### src/rtl/wave_capture_if.sv
// -----------------------------------------------------------------------------
// wave_capture_if
//   Bundles the sample stream, display status and ping-pong RAM write port
//   that connect wave_capture to its environment.
//
//   Signals
//     new_sample_ready   one-cycle strobe, new_sample_in valid this cycle
//     new_sample_in      signed two's-complement audio sample (SAMPLE_W bits)
//     wave_display_idle  display is outside its active waveform region
//     write_address      RAM write address {~read_index, count[7:0]}
//     write_enable       RAM write strobe, one cycle per captured sample
//     write_sample       offset-binary 8-bit sample
//     read_index         RAM half currently owned by the display
//
//   Modports
//     master  environment side: drives the stream and idle, sees the RAM port
//     slave   wave_capture side
// -----------------------------------------------------------------------------
interface wave_capture_if #(
   parameter int SAMPLE_W = 16
);
   logic                new_sample_ready;
   logic [SAMPLE_W-1:0] new_sample_in;
   logic                wave_display_idle;
   logic [8:0]          write_address;
   logic                write_enable;
   logic [7:0]          write_sample;
   logic                read_index;

   modport master (
      output new_sample_ready,
      output new_sample_in,
      output wave_display_idle,
      input  write_address,
      input  write_enable,
      input  write_sample,
      input  read_index
   );

   modport slave (
      input  new_sample_ready,
      input  new_sample_in,
      input  wave_display_idle,
      output write_address,
      output write_enable,
      output write_sample,
      output read_index
   );
endinterface

### src/rtl/wave_capture.sv
// -----------------------------------------------------------------------------
// wave_capture
//   Upstream feeder for wave_display. Waits for a rising zero crossing of the
//   audio stream, then writes one 256-sample frame into the half of a 512x8
//   ping-pong RAM that the display is not reading. Once the frame is complete
//   and the display reports idle, read_index toggles so the halves swap.
//
//   Ports
//     clk    system clock, rising edge
//     reset  synchronous, active-high
//     bus    wave_capture_if.slave (sample stream, display idle, RAM write
//            port, read_index); every output is registered
//
//   Parameters
//     SAMPLE_W    width of the signed input sample (>= 8)
//     DECIM_LOG2  log2 of the capture decimation ratio; present only in the
//                 decimating build
//
//   Build option
//     WAVE_CAPTURE_DECIM_EN  when defined, only every 2^DECIM_LOG2-th strobe
//                            after the trigger is written, so a frame spans
//                            256*2^DECIM_LOG2 input samples. Undefined (the
//                            default) writes every strobe and has no phase
//                            counter.
// -----------------------------------------------------------------------------
module wave_capture #(
   parameter int SAMPLE_W   = 16
`ifdef WAVE_CAPTURE_DECIM_EN
   ,
   parameter int DECIM_LOG2 = 1
`endif
) (
   input  logic           clk,
   input  logic           reset,
   wave_capture_if.slave  bus
);

   typedef enum logic [1:0] {
      S_ARMED  = 2'd0,
      S_ACTIVE = 2'd1,
      S_WAIT   = 2'd2
   } state_t;

   state_t     state_r;
   logic [7:0] count_r;
   logic       read_index_r;
   logic       write_enable_r;
   logic [8:0] write_address_r;
   logic [7:0] write_sample_r;
   logic       prev_msb_r;

   logic       sample_msb_s;
   logic [7:0] sample_code_s;
   logic       trigger_s;
   logic       take_s;

`ifdef WAVE_CAPTURE_DECIM_EN
   // Phase of the *next* strobe within the decimation period; the trigger
   // sample itself occupies phase 0.
   logic [DECIM_LOG2-1:0] phase_r;
`endif

   // Sample decode: sign bit, offset-binary top byte and zero-crossing trigger.
   always_comb begin
      sample_msb_s  = bus.new_sample_in[SAMPLE_W-1];
      // Flipping the sign bit turns two's complement into offset binary.
      sample_code_s = {~bus.new_sample_in[SAMPLE_W-1],
                       bus.new_sample_in[SAMPLE_W-2 -: 7]};
      // Previous negative, current non-negative (zero counts as non-negative).
      trigger_s     = bus.new_sample_ready & prev_msb_r & ~sample_msb_s;
   end

   // Decimation gate: decides whether an ACTIVE strobe is written.
   always_comb begin
`ifdef WAVE_CAPTURE_DECIM_EN
      if (phase_r == {DECIM_LOG2{1'b0}}) begin
         take_s = 1'b1;
      end else begin
         take_s = 1'b0;
      end
`else
      take_s = 1'b1;
`endif
   end

   // Capture FSM with registered RAM write port and read_index.
   always_ff @(posedge clk) begin
      if (reset) begin
         state_r         <= S_ARMED;
         count_r         <= 8'd0;
         read_index_r    <= 1'b0;
         write_enable_r  <= 1'b0;
         write_address_r <= 9'h100;
         write_sample_r  <= 8'h00;
         prev_msb_r      <= 1'b0;
`ifdef WAVE_CAPTURE_DECIM_EN
         phase_r         <= {DECIM_LOG2{1'b0}};
`endif
      end else begin
         write_enable_r <= 1'b0;

         // Sign history tracks every strobe regardless of state.
         if (bus.new_sample_ready) begin
            prev_msb_r <= sample_msb_s;
         end

         case (state_r)
            S_ARMED: begin
               if (trigger_s) begin
                  write_enable_r  <= 1'b1;
                  write_address_r <= {~read_index_r, 8'd0};
                  write_sample_r  <= sample_code_s;
                  count_r         <= 8'd1;
                  state_r         <= S_ACTIVE;
`ifdef WAVE_CAPTURE_DECIM_EN
                  phase_r         <= DECIM_LOG2'(1);
`endif
               end
            end

            S_ACTIVE: begin
               if (bus.new_sample_ready) begin
`ifdef WAVE_CAPTURE_DECIM_EN
                  phase_r <= phase_r + DECIM_LOG2'(1);
`endif
                  if (take_s) begin
                     write_enable_r  <= 1'b1;
                     write_address_r <= {~read_index_r, count_r};
                     write_sample_r  <= sample_code_s;
                     // 8-bit count wraps 255 -> 0 on the last write.
                     count_r         <= count_r + 8'd1;
                     if (count_r == 8'd255) begin
                        state_r <= S_WAIT;
                     end
                  end
               end
            end

            S_WAIT: begin
               // Swap halves only while the display is idle; a strobe in the
               // same cycle has already updated prev_msb above and nothing else.
               if (bus.wave_display_idle) begin
                  read_index_r <= ~read_index_r;
                  state_r      <= S_ARMED;
               end
            end

            default: begin
               state_r <= S_ARMED;
            end
         endcase
      end
   end

   assign bus.write_address = write_address_r;
   assign bus.write_enable  = write_enable_r;
   assign bus.write_sample  = write_sample_r;
   assign bus.read_index    = read_index_r;

endmodule

### src/flat_wrapper.sv
// flat-port wrapper written by rule: the top's interface ports become plain ports
module wave_capture_flat 
#(
   parameter int SAMPLE_W   = 16

)
  (clk, reset, bus_new_sample_ready, bus_new_sample_in, bus_wave_display_idle, bus_write_address, bus_write_enable, bus_write_sample, bus_read_index);
  wave_capture_if #(.SAMPLE_W(SAMPLE_W)) bus_i ();
  input  logic clk;
  input  logic reset;
  input wire logic [$bits(bus_i.new_sample_ready)-1:0] bus_new_sample_ready;
  input wire logic [$bits(bus_i.new_sample_in)-1:0] bus_new_sample_in;
  input wire logic [$bits(bus_i.wave_display_idle)-1:0] bus_wave_display_idle;
  output wire logic [$bits(bus_i.write_address)-1:0] bus_write_address;
  output wire logic [$bits(bus_i.write_enable)-1:0] bus_write_enable;
  output wire logic [$bits(bus_i.write_sample)-1:0] bus_write_sample;
  output wire logic [$bits(bus_i.read_index)-1:0] bus_read_index;
  assign bus_i.new_sample_ready = bus_new_sample_ready;
  assign bus_i.new_sample_in = bus_new_sample_in;
  assign bus_i.wave_display_idle = bus_wave_display_idle;
  assign bus_write_address = bus_i.write_address;
  assign bus_write_enable = bus_i.write_enable;
  assign bus_write_sample = bus_i.write_sample;
  assign bus_read_index = bus_i.read_index;
  wave_capture #(.SAMPLE_W(SAMPLE_W)) u_core (.clk(clk), .reset(reset), .bus(bus_i));
endmodule
### config.mk
export PLATFORM = sky130hd
export DESIGN_NAME = wave_capture_flat
export DESIGN_NICKNAME = d
export VERILOG_FILES = /design/src/rtl/wave_capture_if.sv /design/src/rtl/wave_capture.sv /design/src/flat_wrapper.sv
export SDC_FILE = /design/constraint.sdc
export NUM_CORES = 1
export LEC_CHECK = 0
export ABC_AREA = 1
export CAP_MARGIN = 15
export CELL_PAD_IN_SITES_DETAIL_PLACEMENT = 1
export CELL_PAD_IN_SITES_GLOBAL_PLACEMENT = 1
export CORE_ASPECT_RATIO = 1.2
export CORE_MARGIN = 2
export CORE_UTILIZATION = 29
export DETAILED_ROUTE_END_ITERATION = 7
export PLACE_DENSITY = 0.86
export RECOVER_POWER = 25
export SYNTH_ARGS = -nofsm -noshare
export SYNTH_HDL_FRONTEND = slang
export SYNTH_SLANG_ARGS = --single-unit
### constraint.sdc
create_clock -name clk -period 1.25 [get_ports clk]
set_input_delay 0.25 -clock clk [delete_from_list [all_inputs] [get_ports clk]]
set_output_delay 0.25 -clock clk [all_outputs]
set_load 0.03 [all_outputs]
==> impl_results.md <==
- Status: completed
- Placed cell areas: 1650 µm²
- Max Clk Rate: about 800 MHz
- Relative slew slack: between 80% and 90%
- Pleak: 0.819 nW
- Period utilisation layout: 99.7%
- Final hold viol count: 0
- Die area: 4820 µm²
- RSZ-0062 raised after global routing: true
- Total vias in the final route: about 1300
- Largest net degree at the start of global routing: 19
- Startpoint types: flip-flop
- Skew-Pair Late Insertion Delay: 0.29 ns
- Clk sinks: 30
- Syn Inst Count: around 170
- CTS tree: yes
- Layout cells sized above 1: 33.0%
- Die Ht: 75.7 µm
- DP Cell Count: 264
- Design Area, Final: 1890 µm²
- Dpl ws: -0.448 ns
- Starting Density: 29.6%
- Initial DRC count: 69
- Synth Register Bits: 30
- # port buffers: 30
- Die W: around 64 µm
- Post-synthesis mux area share: 0%
- Mean Syn Cell Area: approximately 7.4 µm²
- Max Cap Viol: 0
- Clk buf depth: 2
- Core area: 4200 µm²
- Final Setup Violations: 0
- Hold-fix buffers, CTS: 0
- Most frequent cells in the layout: buf_4, nand2_1, nor2_1, dfxtp_1, nand3_1
- Synth warn: 0
- Placer Congestion: 0.855
- Total grt overflow: 0
- Power consumption: 0.00216 W
- Via-to-Cell Ratio: 4.75
- Distinct cells, synth: 24
- Reg power frac: 45.8%
- DR WL/cell: roughly 14 µm
- Post-route ant nets: 0
- Worst reg2reg setup slack: 0.004 ns
- Clock Skew: 0.00576 ns
- Pre-antenna DRT Iters: 4
- Min Clock Period, post-route: ~1.2 ns
- Commonest non-fill, non-tap cell in the layout: buf_4
- Complex-gate fraction of the synthesized area: 12.4%
- Antenna diode count: 0
- Critical Path Sink Type: flip-flop
- First-pass GRT wire length: around 6.2 mm
- Peak VDD IR: 0.000365 V
- Worst Path Required: 1.42 ns
- CTS clock-pin slew for the worst setup and hold paths: roughly 0.060 ns
- I/O pin total: 39
- Hold Crit Class: primary input to flip-flop
- Layout Cells excl Fill: 277
- WP data arrival: 1.42 ns
- Residual DRC: 0
- Initial antenna violation count: 0
- Cell-internal power: 0.00164 W
- Critical Setup Path Class: flip-flop to flip-flop
- Worst-margin pin slew: 0.272 ns
- Largest family of logic cells by synthesized area: simple AND/OR/NAND/NOR gates
- Depth of the CTS H-tree: 2
- Crit path max fanout: 5
- Total GRT Usage: 16.8%
- Power Density: 1140 nW/µm²
- Comb pwr share: 11.6%
- Net Sw Frac: 24.0%
- Clock power frac: 42.6%
- Area growth syn-to-layout: 52.3%
- Post-Route WL: a little under 4 mm
- P_sw: 0.000518 W
- Syn Nets: 188
- Worst Slack Setup Final: 0.00426 ns
- Clk root buf: clkbuf_8
- Simple-gate share of the synthesized area: 30.0%
- Post-synthesis sequential area ratio: between 40% and 50%
- Cts bufs inserted: 5
- Max-slew violation count: 0
- Xor-xnor portion of the synthesized cell area: 0.706%
- Synthesized cell area: ~1200 µm²
- Row cnt: 26
- Number of global-route vias before repair: 1358
- Synth Area in Adders: 1.01%
- Post-DP HPWL: 2.51 mm
- Net count, final: 241
==> synth_stat cells <==
library cell	number	area, µm²
a211oi_1	1	7.51
a21o_1	1	7.51
a21oi_1	7	35.0
buf_2	2	10.0
buf_4	1	7.51
buf_6	2	22.5
clkinv_1	1	3.75
dfxtp_1	30	601
ha_1	1	12.5
inv_1	12	45.0
inv_2	1	3.75
nand2_1	33	124
nand2_2	1	6.26
nand2_4	1	11.3
nand3_1	17	85.1
nand3b_1	1	7.51
nand4_1	1	6.26
nor2_1	31	116
nor2_2	1	6.26
nor3_1	2	10.0
o211ai_1	2	15.0
o21ai_0	16	80.1
o21ai_2	1	8.76
xor2_1	1	8.76
==> worst max-delay path: stages, from the launching register on <==
cell and delay [ns]:
dfxtp_2 0.34, nor2_2 0.16, inv_1 0.09, nor2_2 0.14, nor2_1 0.06, buf_4 0.16
o21ai_1 0.10, nor2_1 0.08
==> power by group through the flow <==
stage	combinational [W]	sequential [W]	clock, W
final	0.000250	0.000989	0.000920
after global routing	0.000270	0.000992	0.000989
after CTS	0.000235	0.000990	0.000942
after detailed placement	0.000219	0.00101	0
after global placement	0.000213	0.00101	0
after floorplan	0.0000745	0.00104	0
==> path summary, 6_finish.rpt <==
check / start / endpoint / depth (start not counted)
max: u_core.state_r[1]$_SDFFE_PP0P_ / u_core.count_r[4]$_SDFFE_PP0P_ / 7
min: bus_new_sample_ready / u_core.prev_msb_r$_SDFFE_PP0P_ / 3
max reg2reg: u_core.state_r[1]$_SDFFE_PP0P_ / u_core.count_r[4]$_SDFFE_PP0P_ / 7
min reg2reg: u_core.bus.write_address[7]$_SDFFE_PP0P_ / u_core.bus.write_address[7]$_SDFFE_PP0P_ / 2
==> logic make-up (layout without fill, tap and decap cells) <==
family	count (synthesis)	after routing
buffers and inverters	19	73
AND/OR/NAND/NOR	88	88
XOR/XNOR	1	1
AO/OA/AOI/OAI	28	28
adder cells (fa/ha/maj)	1	1
flip-flops	30	30
==> registers in the layout, indices dropped and copies added, names as in the netlist <==
register / count
u_core.bus.read_index: 1
u_core.bus.write_address: 9
u_core.bus.write_enable: 1
u_core.bus.write_sample: 8
u_core.count_r: 8
u_core.prev_msb_r: 1
u_core.state_r: 2
==> timing repair <==
action                                  CTS  global route
gates cloned                              2             0
resized for setup                        24            33
pin swaps                                 2             8
endpoints found under the setup margin   28            29
buffers inserted                          1             2
==> routing by layer <==
metal | share of wire, % | up-vias | GRT usage (%)
li1 | - | 649 | -
met1 | 38 | 637 | 16.8
met2 | 56 | 22 | 33.6
met3 | 3.1 | 8 | 3.84
met4 | 2.3 | 0 | 7.25
met5 | 0 | - | 0
==> layout make-up <==
class | instances | area (µm²)
timing repair inverter | 1 | 11.3
multi-input combinational | 118 | 604
timing repair buffer | 50 | 424
tap | 56 | 70.1
fill | 523 | 2310
clock buffer | 8 | 110
sequential | 30 | 608
inverter | 14 | 62.6
==> stage by stage <==
stage	TNS (ns)	util (%)	hold slack, ns
after floorplan	0	-	0.319
after global routing	-0.432	45.1	0.478
after global placement	-7.98	39.4	0.463
final	0	45.1	0.452
after detailed placement	-10.15	39.4	0.474
after CTS	-0.00166	43.4	0.445
(Power assumes the default switching activity.)
